**config.mk**
```make
export PLATFORM = sky130hd
export DESIGN_NAME = pa_fmau_special_pipe_flat
export DESIGN_NICKNAME = d
export VERILOG_FILES = /design/src/rtl/pa_fmau_special_pipe_pkg.sv /design/src/rtl/pa_fmau_special_pipe_if.sv /design/src/rtl/pa_fmau_special_result_mux.sv /design/src/rtl/pa_fmau_special_pipe.sv /design/src/flat_wrapper.sv
export SDC_FILE = /design/constraint.sdc
export NUM_CORES = 1
export LEC_CHECK = 0
export ABC_CLOCK_PERIOD_IN_PS = 1300
export BUFFER_PORTS_ARGS = -buffer_cell sky130_fd_sc_hd__clkbuf_2
export CORE_MARGIN = 1
export CORE_UTILIZATION = 49
export CTS_BUF_LIST = sky130_fd_sc_hd__clkbuf_16
export CTS_CLUSTER_DIAMETER = 30
export CTS_CLUSTER_SIZE = 25
export DETAILED_ROUTE_END_ITERATION = 10
export PLACE_DENSITY_LB_ADDON = 0.1
export SYNTH_ARGS = -nofsm -noshare
export SYNTH_HDL_FRONTEND = slang
export SYNTH_SLANG_ARGS = --single-unit
```
**constraint.sdc**
```tcl
create_clock -name forever_cpuclk -period 1.3 [get_ports forever_cpuclk]
set_input_delay 0.065 -clock forever_cpuclk [delete_from_list [all_inputs] [get_ports forever_cpuclk]]
set_output_delay 0.065 -clock forever_cpuclk [all_outputs]
set_load 0.02 [all_outputs]
```
**src/rtl/pa_fmau_special_pipe_pkg.sv**
```systemverilog
// Shared constants and types for the FMAU special-result pipeline.
// The select and sign vectors are described both as bit indices and as packed structs.
package pa_fmau_special_pipe_pkg;

    localparam int SEL_SRC2  = 0;
    localparam int SEL_ZERO  = 1;
    localparam int SEL_INF   = 2;
    localparam int SEL_LFN   = 3;
    localparam int SEL_CNAN  = 4;
    localparam int SEL_QNAN0 = 5;
    localparam int SEL_QNAN1 = 6;
    localparam int SEL_QNAN2 = 7;

    localparam int SIGN_SRC2 = 0;
    localparam int SIGN_ZERO = 1;
    localparam int SIGN_INF  = 2;
    localparam int SIGN_LFN  = 3;

    localparam int FF_NX = 0;
    localparam int FF_UF = 1;
    localparam int FF_OF = 2;
    localparam int FF_DZ = 3;
    localparam int FF_NV = 4;

    localparam logic [31:0] SP_CNAN    = 32'h7FC0_0000;
    localparam logic [31:0] SP_INF_MAG = 32'h7F80_0000;
    localparam logic [31:0] SP_LFN_MAG = 32'h7F7F_FFFF;

    typedef struct packed {
        logic [2:0] qnan;
        logic       cnan;
        logic       lfn;
        logic       inf;
        logic       zero;
        logic       src2;
    } special_sel_t;

    typedef struct packed {
        logic lfn;
        logic inf;
        logic zero;
        logic src2;
    } special_sign_t;

    typedef enum logic [1:0] {SRC_0, SRC_1, SRC_2} src_pick_t;

    // qnan[0] wins if the one-hot guarantee is broken; src2 is also the non-NaN source.
    function automatic src_pick_t pick_src(input special_sel_t sel);
        if (sel.qnan[0])      return SRC_0;
        else if (sel.qnan[1]) return SRC_1;
        else                  return SRC_2;
    endfunction

endpackage

```
**src/rtl/pa_fmau_special_pipe_if.sv**
```systemverilog
// EX1-side inputs and EX3-side outputs of the special-result pipeline.
interface pa_fmau_special_pipe_if #(
    parameter int DATA_WIDTH = 32
);
    logic                  ctrl_fmau_ex1_vld;
    logic                  ctrl_fmau_stall;
    logic                  ctrl_fmau_flush;
    logic                  ex1_special_cmplt;
    logic [7:0]            fmau_fpu_ex1_special_sel;
    logic [3:0]            fmau_fpu_ex1_special_sign;
    logic [4:0]            fmau_fpu_ex1_fflags;
    logic [DATA_WIDTH-1:0] dp_fmau_ex1_src0;
    logic [DATA_WIDTH-1:0] dp_fmau_ex1_src1;
    logic [DATA_WIDTH-1:0] dp_fmau_ex1_src2;
    logic                  fmau_ex2_special_vld;
    logic                  fmau_ex3_special_vld;
    logic [DATA_WIDTH-1:0] fmau_ex3_special_result;
    logic [4:0]            fmau_ex3_special_fflags;

    modport master (
        output ctrl_fmau_ex1_vld, ctrl_fmau_stall, ctrl_fmau_flush, ex1_special_cmplt,
               fmau_fpu_ex1_special_sel, fmau_fpu_ex1_special_sign, fmau_fpu_ex1_fflags,
               dp_fmau_ex1_src0, dp_fmau_ex1_src1, dp_fmau_ex1_src2,
        input  fmau_ex2_special_vld, fmau_ex3_special_vld,
               fmau_ex3_special_result, fmau_ex3_special_fflags
    );

    modport slave (
        input  ctrl_fmau_ex1_vld, ctrl_fmau_stall, ctrl_fmau_flush, ex1_special_cmplt,
               fmau_fpu_ex1_special_sel, fmau_fpu_ex1_special_sign, fmau_fpu_ex1_fflags,
               dp_fmau_ex1_src0, dp_fmau_ex1_src1, dp_fmau_ex1_src2,
        output fmau_ex2_special_vld, fmau_ex3_special_vld,
               fmau_ex3_special_result, fmau_ex3_special_fflags
    );
endinterface

```
**src/rtl/pa_fmau_special_result_mux.sv**
```systemverilog
// Combinational special-result priority mux; constants are built from the
// exponent/fraction widths so the same block serves other precisions.
module pa_fmau_special_result_mux
    import pa_fmau_special_pipe_pkg::*;
#(
    parameter int EXPN  = 8,
    parameter int FRAC  = 23,
    parameter int WIDTH = 1 + EXPN + FRAC
) (
    input  special_sel_t     sel_i,
    input  special_sign_t    sign_i,
    input  logic [WIDTH-1:0] src_i,
    output logic [WIDTH-1:0] result_o
);

    always_comb begin
        result_o = '0;
        if (|sel_i.qnan) begin
            result_o         = src_i;
            result_o[FRAC-1] = 1'b1;
        end else if (sel_i.cnan) begin
            result_o = {1'b0, {EXPN{1'b1}}, 1'b1, {(FRAC-1){1'b0}}};
        end else if (sel_i.inf) begin
            result_o = {sign_i.inf, {EXPN{1'b1}}, {FRAC{1'b0}}};
        end else if (sel_i.lfn) begin
            result_o = {sign_i.lfn, {(EXPN-1){1'b1}}, 1'b0, {FRAC{1'b1}}};
        end else if (sel_i.zero) begin
            result_o = {sign_i.zero, {(WIDTH-1){1'b0}}};
        end else if (sel_i.src2) begin
            result_o = {sign_i.src2, src_i[WIDTH-2:0]};
        end
    end

endmodule

```
**src/rtl/pa_fmau_special_pipe.sv**
```systemverilog
// EX2/EX3 carry of FMAU special-case results; forms the final special result and
// fflags in EX3, bypassing the multiply-add datapath.
module pa_fmau_special_pipe
    import pa_fmau_special_pipe_pkg::*;
#(
    parameter int SINGLE_EXPN = 8,
    parameter int SINGLE_FRAC = 23,
    parameter int DATA_WIDTH  = 1 + SINGLE_EXPN + SINGLE_FRAC
) (
    input  logic                    forever_cpuclk,
    input  logic                    cpurst_b,
    pa_fmau_special_pipe_if.slave   fmau
);

    localparam int STAGES = 2;

    // vld_pipe_q[1] is EX2, vld_pipe_q[2] is EX3.
    logic [STAGES:1]       vld_pipe_q, vld_pipe_d;
    logic                  adv, ex1_take;

    special_sel_t          ex2_sel_q,  ex3_sel_q;
    special_sign_t         ex2_sign_q, ex3_sign_q;
    logic [4:0]            ex2_ff_q,   ex3_ff_q;
    logic [DATA_WIDTH-1:0] ex2_src0_q, ex2_src1_q, ex2_src2_q;
    logic [DATA_WIDTH-1:0] ex2_src_pick, ex3_src_q;
    logic [DATA_WIDTH-1:0] ex3_result;

    assign adv      = !fmau.ctrl_fmau_stall;
    assign ex1_take = fmau.ctrl_fmau_ex1_vld && fmau.ex1_special_cmplt;

    always_comb begin
        vld_pipe_d = vld_pipe_q;
        if (fmau.ctrl_fmau_flush) vld_pipe_d = '0;
        else if (adv)             vld_pipe_d = {vld_pipe_q[1], ex1_take};
    end

    always_ff @(posedge forever_cpuclk or negedge cpurst_b) begin
        if (!cpurst_b) vld_pipe_q <= '0;
        else           vld_pipe_q <= vld_pipe_d;
    end

    always_ff @(posedge forever_cpuclk or negedge cpurst_b) begin
        if (!cpurst_b) begin
            ex2_sel_q  <= '0;
            ex2_sign_q <= '0;
            ex2_ff_q   <= '0;
            ex2_src0_q <= '0;
            ex2_src1_q <= '0;
            ex2_src2_q <= '0;
        end else if (adv && ex1_take) begin
            ex2_sel_q  <= special_sel_t'(fmau.fmau_fpu_ex1_special_sel);
            ex2_sign_q <= special_sign_t'(fmau.fmau_fpu_ex1_special_sign);
            ex2_ff_q   <= fmau.fmau_fpu_ex1_fflags;
            ex2_src0_q <= fmau.dp_fmau_ex1_src0;
            ex2_src1_q <= fmau.dp_fmau_ex1_src1;
            ex2_src2_q <= fmau.dp_fmau_ex1_src2;
        end
    end

    // Narrow to the one operand EX3 can use so only a single source crosses into EX3.
    always_comb begin
        ex2_src_pick = ex2_src2_q;
        case (pick_src(ex2_sel_q))
            SRC_0:   ex2_src_pick = ex2_src0_q;
            SRC_1:   ex2_src_pick = ex2_src1_q;
            default: ex2_src_pick = ex2_src2_q;
        endcase
    end

    always_ff @(posedge forever_cpuclk or negedge cpurst_b) begin
        if (!cpurst_b) begin
            ex3_sel_q  <= '0;
            ex3_sign_q <= '0;
            ex3_ff_q   <= '0;
            ex3_src_q  <= '0;
        end else if (adv && vld_pipe_q[1]) begin
            ex3_sel_q  <= ex2_sel_q;
            ex3_sign_q <= ex2_sign_q;
            ex3_ff_q   <= ex2_ff_q;
            ex3_src_q  <= ex2_src_pick;
        end
    end

    pa_fmau_special_result_mux #(
        .EXPN  (SINGLE_EXPN),
        .FRAC  (SINGLE_FRAC),
        .WIDTH (DATA_WIDTH)
    ) u_result_mux (
        .sel_i    (ex3_sel_q),
        .sign_i   (ex3_sign_q),
        .src_i    (ex3_src_q),
        .result_o (ex3_result)
    );

    assign fmau.fmau_ex2_special_vld    = vld_pipe_q[1];
    assign fmau.fmau_ex3_special_vld    = vld_pipe_q[2];
    assign fmau.fmau_ex3_special_result = vld_pipe_q[2] ? ex3_result : '0;
    assign fmau.fmau_ex3_special_fflags = vld_pipe_q[2] ? ex3_ff_q : '0;

endmodule

```
**src/flat_wrapper.sv**
```systemverilog
// flat-port wrapper written by rule: the top's interface ports become plain ports
module pa_fmau_special_pipe_flat import pa_fmau_special_pipe_pkg::*;
#(
    parameter int SINGLE_EXPN = 8,
    parameter int SINGLE_FRAC = 23,
    parameter int DATA_WIDTH  = 1 + SINGLE_EXPN + SINGLE_FRAC
)
  (forever_cpuclk, cpurst_b, fmau_ctrl_fmau_ex1_vld, fmau_ctrl_fmau_stall, fmau_ctrl_fmau_flush, fmau_ex1_special_cmplt, fmau_fmau_fpu_ex1_special_sel, fmau_fmau_fpu_ex1_special_sign, fmau_fmau_fpu_ex1_fflags, fmau_dp_fmau_ex1_src0, fmau_dp_fmau_ex1_src1, fmau_dp_fmau_ex1_src2, fmau_fmau_ex2_special_vld, fmau_fmau_ex3_special_vld, fmau_fmau_ex3_special_result, fmau_fmau_ex3_special_fflags);
  pa_fmau_special_pipe_if #(.DATA_WIDTH(DATA_WIDTH)) fmau_i ();
  input  logic forever_cpuclk;
  input  logic cpurst_b;
  input wire logic [$bits(fmau_i.ctrl_fmau_ex1_vld)-1:0] fmau_ctrl_fmau_ex1_vld;
  input wire logic [$bits(fmau_i.ctrl_fmau_stall)-1:0] fmau_ctrl_fmau_stall;
  input wire logic [$bits(fmau_i.ctrl_fmau_flush)-1:0] fmau_ctrl_fmau_flush;
  input wire logic [$bits(fmau_i.ex1_special_cmplt)-1:0] fmau_ex1_special_cmplt;
  input wire logic [$bits(fmau_i.fmau_fpu_ex1_special_sel)-1:0] fmau_fmau_fpu_ex1_special_sel;
  input wire logic [$bits(fmau_i.fmau_fpu_ex1_special_sign)-1:0] fmau_fmau_fpu_ex1_special_sign;
  input wire logic [$bits(fmau_i.fmau_fpu_ex1_fflags)-1:0] fmau_fmau_fpu_ex1_fflags;
  input wire logic [$bits(fmau_i.dp_fmau_ex1_src0)-1:0] fmau_dp_fmau_ex1_src0;
  input wire logic [$bits(fmau_i.dp_fmau_ex1_src1)-1:0] fmau_dp_fmau_ex1_src1;
  input wire logic [$bits(fmau_i.dp_fmau_ex1_src2)-1:0] fmau_dp_fmau_ex1_src2;
  output wire logic [$bits(fmau_i.fmau_ex2_special_vld)-1:0] fmau_fmau_ex2_special_vld;
  output wire logic [$bits(fmau_i.fmau_ex3_special_vld)-1:0] fmau_fmau_ex3_special_vld;
  output wire logic [$bits(fmau_i.fmau_ex3_special_result)-1:0] fmau_fmau_ex3_special_result;
  output wire logic [$bits(fmau_i.fmau_ex3_special_fflags)-1:0] fmau_fmau_ex3_special_fflags;
  assign fmau_i.ctrl_fmau_ex1_vld = fmau_ctrl_fmau_ex1_vld;
  assign fmau_i.ctrl_fmau_stall = fmau_ctrl_fmau_stall;
  assign fmau_i.ctrl_fmau_flush = fmau_ctrl_fmau_flush;
  assign fmau_i.ex1_special_cmplt = fmau_ex1_special_cmplt;
  assign fmau_i.fmau_fpu_ex1_special_sel = fmau_fmau_fpu_ex1_special_sel;
  assign fmau_i.fmau_fpu_ex1_special_sign = fmau_fmau_fpu_ex1_special_sign;
  assign fmau_i.fmau_fpu_ex1_fflags = fmau_fmau_fpu_ex1_fflags;
  assign fmau_i.dp_fmau_ex1_src0 = fmau_dp_fmau_ex1_src0;
  assign fmau_i.dp_fmau_ex1_src1 = fmau_dp_fmau_ex1_src1;
  assign fmau_i.dp_fmau_ex1_src2 = fmau_dp_fmau_ex1_src2;
  assign fmau_fmau_ex2_special_vld = fmau_i.fmau_ex2_special_vld;
  assign fmau_fmau_ex3_special_vld = fmau_i.fmau_ex3_special_vld;
  assign fmau_fmau_ex3_special_result = fmau_i.fmau_ex3_special_result;
  assign fmau_fmau_ex3_special_fflags = fmau_i.fmau_ex3_special_fflags;
  pa_fmau_special_pipe #(.SINGLE_EXPN(SINGLE_EXPN), .SINGLE_FRAC(SINGLE_FRAC), .DATA_WIDTH(DATA_WIDTH)) u_core (.forever_cpuclk(forever_cpuclk), .cpurst_b(cpurst_b), .fmau(fmau_i));
endmodule
```
==> results.cfg <==
[power]
vdd_ir_drop_max_uv = 1320
total_power_after_layout_uw = 17300
power_per_cell_area_nw_per_um2 = 1540
cellLeakagePower_uw = 0.00507

[timing]
worst_slew_margin_rel_pct = 73.0
timing_hold_violations_final = 0
worst_clock_skew_ns = 0.00989
fin_crit_ns = 2.03
timing.final.crit_share_pct = 156
final_max_slew_viol_count = 0
setup_repair_after_global_routing_missed_its_margin = true
max_slew.worst_pin.slew_ns = 0.400
max_clock_freq_mhz = 492
setup_viol = 69
fin_ws_ns = -0.731
setup-tns-final_ns = -24.20

[clocking]
cts_made_buffers = 17
cts_tree = built
worst_skew_pair.late_latency_ns = 0.42
clock_path_buffers = 2
clk_root_buffer_cell = clkbuf_16
clock_tree.htree_level_count = 4
cts.reportedPaths.clkPinSlew_ns = 0.06
clock_sink_count = 164

[logic_synthesis]
post_synth_inst_count = 578
synth_area_leader_cell = dfrtp_1
synth_sequential_area_ratio_pct = 55.2
post_synth_instance_area_um2 = 7430
synth_nets = 697
netlist_top_cells_area = dfrtp_1, mux2_2, o21ai_0
yosys.area.top_type_share_pct = 55.2
synth-seq-cells = 164
synth-warning-count = 0
synth_cell_type_count = 32
syn-mean-instance-area_um2 = 12.9

[global_route]
global_routing_usage_on_met1_pct = 31.5
initial_antenna_violation_count = 0
most_used_routing_layer_in_global_routing = met2
overall_overflow_remaining_after_global_route = 0
largest_net_degree_at_the_start_of_global_routing = 46
number_of_global_route_vias_before_repair = 6173
grt_total_usage_pct = 25.7
gr-usage-met2_pct = 45.3
grt_pass1_wl_um = 31100
groute.layer.met3.usage_pct = 5.82

[run]
drv.max_cap_violation_count = 0

[placed_design]
numPortBuffers = 157
dpl_hpwl_um = 11800
place.gp.congestion = 0.788
placedInstanceArea_um2 = 8910

[die]
die_height_um = 125
floorplan.initialDensity_pct = 50.8
coreArea_um2 = 14600
floorplan.io_pins = 158
placement_rows = 44
chipWidth_um = 125
die_area_um2 = 15700

[final_layout]
synthToLayoutAreaGrowth_pct = 50.7
antennaDiodeCount = 0
final_util_pct = 76.5
finalNetCount = 996
postLayoutCellArea_um2 = 11200
layout-drive-gt1-share_pct = 51.4

[critical_path]
critical_path.max_fanout = 16
worst_path_largest_cell_delay_ns = 0.48
worst-endpoint-required_ns = 1.24
worstSetupPathType = flip-flop to output pin
timing.critical_path.cells = or3_4 -> o21ai_4 -> buf_12 -> a21oi_2 -> clkbuf_2
timing.critical_path.from_type = flip-flop
crit_path_end_kind = output pin
slowest_stage_cell_crit_path = or3_4
cp.arrival_ns = 1.97

[outcome]
violated_checks = DRC, setup timing
status = finished with violations

[hold_path]
min-delay-path-class = input port to asynchronous set/reset pin

[drt]
drc = 14
drt-wirelength-per-cell_um = 19.0
routed_wirelength_um = 20400
detail_route.first_pass.iterations = 10
via_count = 5711
iteration_0_drc_count_of_the_detailed_router = 292
drt-vias-per-instance = 5.32
drtAntennaViolNets = 0
==> layout make-up <==
class / instances / area (um^2)
Tap cell: 184 / 230
Clock inverter: 14 / 76.3
Fill cell: 943 / 3440
Inverter: 2 / 7.51
Multi-Input combinational cell: 368 / 3470
Sequential cell: 164 / 4110
Timing Repair Buffer: 324 / 2890
Clock buffer: 17 / 425
==> routing by layer <==
layer / wire length (um) / up-vias / part of all wire, %
li1: - / 2654 / -
met1: 8620 / 2878 / 42
met2: 10600 / 153 / 52
met3: 852 / 26 / 4.2
met4: 289 / 0 / 1.4
met5: 0 / - / 0
==> cell families after synthesis <==
kind of cell / after synthesis / synth area share, %
DFF: 164 / 55.2
buffers and inverters: 46 / 3.53
muxes: 194 / 28.8
and+or+nand+nor: 50 / 3.35
AOI/OAI and AO/OA: 124 / 9.07
==> repair_timing <==
action / CTS / global route
hold buffers: 116 / 0
hold endpoints to repair: 279 / 0
gates resized for setup: 88 / 80
endpoints found under the setup margin: 60 / 169
pin swaps: 2 / 6
cloned: 3 / 4
setup buffers: 4 / 6
==> synth_stat cells <==
library cell / number
nand2_1: 34
nand3b_1: 2
o21ai_0: 85
mux2_2: 155
nor2b_1: 1
buf_2: 14
mux2i_1: 32
nor3_1: 1
a21boi_0: 6
and2_1: 5
inv_1: 2
dfrtp_1: 164
o21ai_4: 1
a21oi_1: 26
a2111o_1: 1
and3_2: 1
mux2_1: 7
or3_1: 1
o31a_1: 1
nand2b_1: 1
a21o_4: 1
clkbuf_1: 15
nor2_1: 1
clkbuf_2: 1
buf_4: 9
buf_6: 5
a41o_1: 1
o21ai_1: 1
nand3b_4: 1
nor4bb_1: 1
a21boi_1: 1
and3b_2: 1
==> critical path: cells and delay by family, from the launching register on <==
| kind | cells | cell delay (ns) |
|---|---|---|
| AO/OA/AOI/OAI | 2 | 0.30 |
| flip-flops | 1 | 0.38 |
| AND/OR/NAND/NOR | 1 | 0.48 |
| buffers and inverters | 2 | 0.37 |
==> layout by cell type, fill, tap and decap left out, types with 2 or more instances in the layout <==
master and instances:
dfrtp_2 4, clkbuf_8 2, inv_1 5, and2_4 5, mux2i_1 24, clkbuf_16 20, o21ai_1 51, mux2i_2 6
dfrtp_1 160, mux2_2 151, a21oi_2 19, clkbuf_2 131, a21oi_4 2, dlygate4sd3_1 115, buf_12 17, a21boi_4 7
mux2_4 6, mux2i_4 2, clkinvlp_4 4, o21ai_2 5, clkinv_1 3, buf_16 3, a21oi_1 5, mux2_1 5
o21ai_4 9, buf_4 18, nand2_1 34, buf_6 20, o21ai_0 22, clkinv_2 3, nand3b_1 2, buf_8 11
buf_2 3
==> worst paths after layout <==
kind	slack, ns	cells after the start	start	end
max	-0.73	5	u_core.ex3_sel_q[5]	fmau_fmau_ex3_special_result[11]
max in group asynchronous	0.61	3	cpurst_b	u_core.ex2_src0_q[16]
min reg2reg	0.48	1	u_core.ex3_sign_q[1]	u_core.ex3_sign_q[1]
min	0.11	2	cpurst_b	u_core.ex2_sign_q[0]
max reg2reg	-0.12	5	u_core.ex2_sel_q[6]	u_core.ex3_src_q[28]
min in group forever_cpuclk	0.13	3	fmau_ctrl_fmau_stall	u_core.vld_pipe_q[1]
==> flip-flops by register name (all words and copies together) (netlist names), 5 cells and up <==
| signal | flops |
|---|---|
| u_core.ex2_ff_q | 5 |
| u_core.ex2_src1_q | 32 |
| u_core.ex3_sel_q | 8 |
| u_core.ex2_src0_q | 32 |
| u_core.ex2_src2_q | 32 |
| u_core.ex3_ff_q | 5 |
| u_core.ex2_sel_q | 8 |
| u_core.ex3_src_q | 32 |
==> stage by stage <==
| step | std cells | setup WS, ns | hold WS (ns) |
|---|---|---|---|
| after floorplan | 578 | -0.112 | -0.231 |
| after global placement | 914 | -0.433 | -0.0256 |
| after detailed placement | 914 | -0.490 | -0.0207 |
| after CTS | 1066 | -0.715 | 0.104 |
| after global routing | 1073 | -0.781 | 0.113 |
| final | 1073 | -0.731 | 0.107 |
==> where the power goes <==
part / internal (uW) / total (uW) / switching [uW]
Sequential: 6450 / 7390 / 949
Combinational: 2960 / 5530 / 2570
Clock: 2370 / 4360 / 1990
No activity file was read; power rests on OpenSTA's default activity.
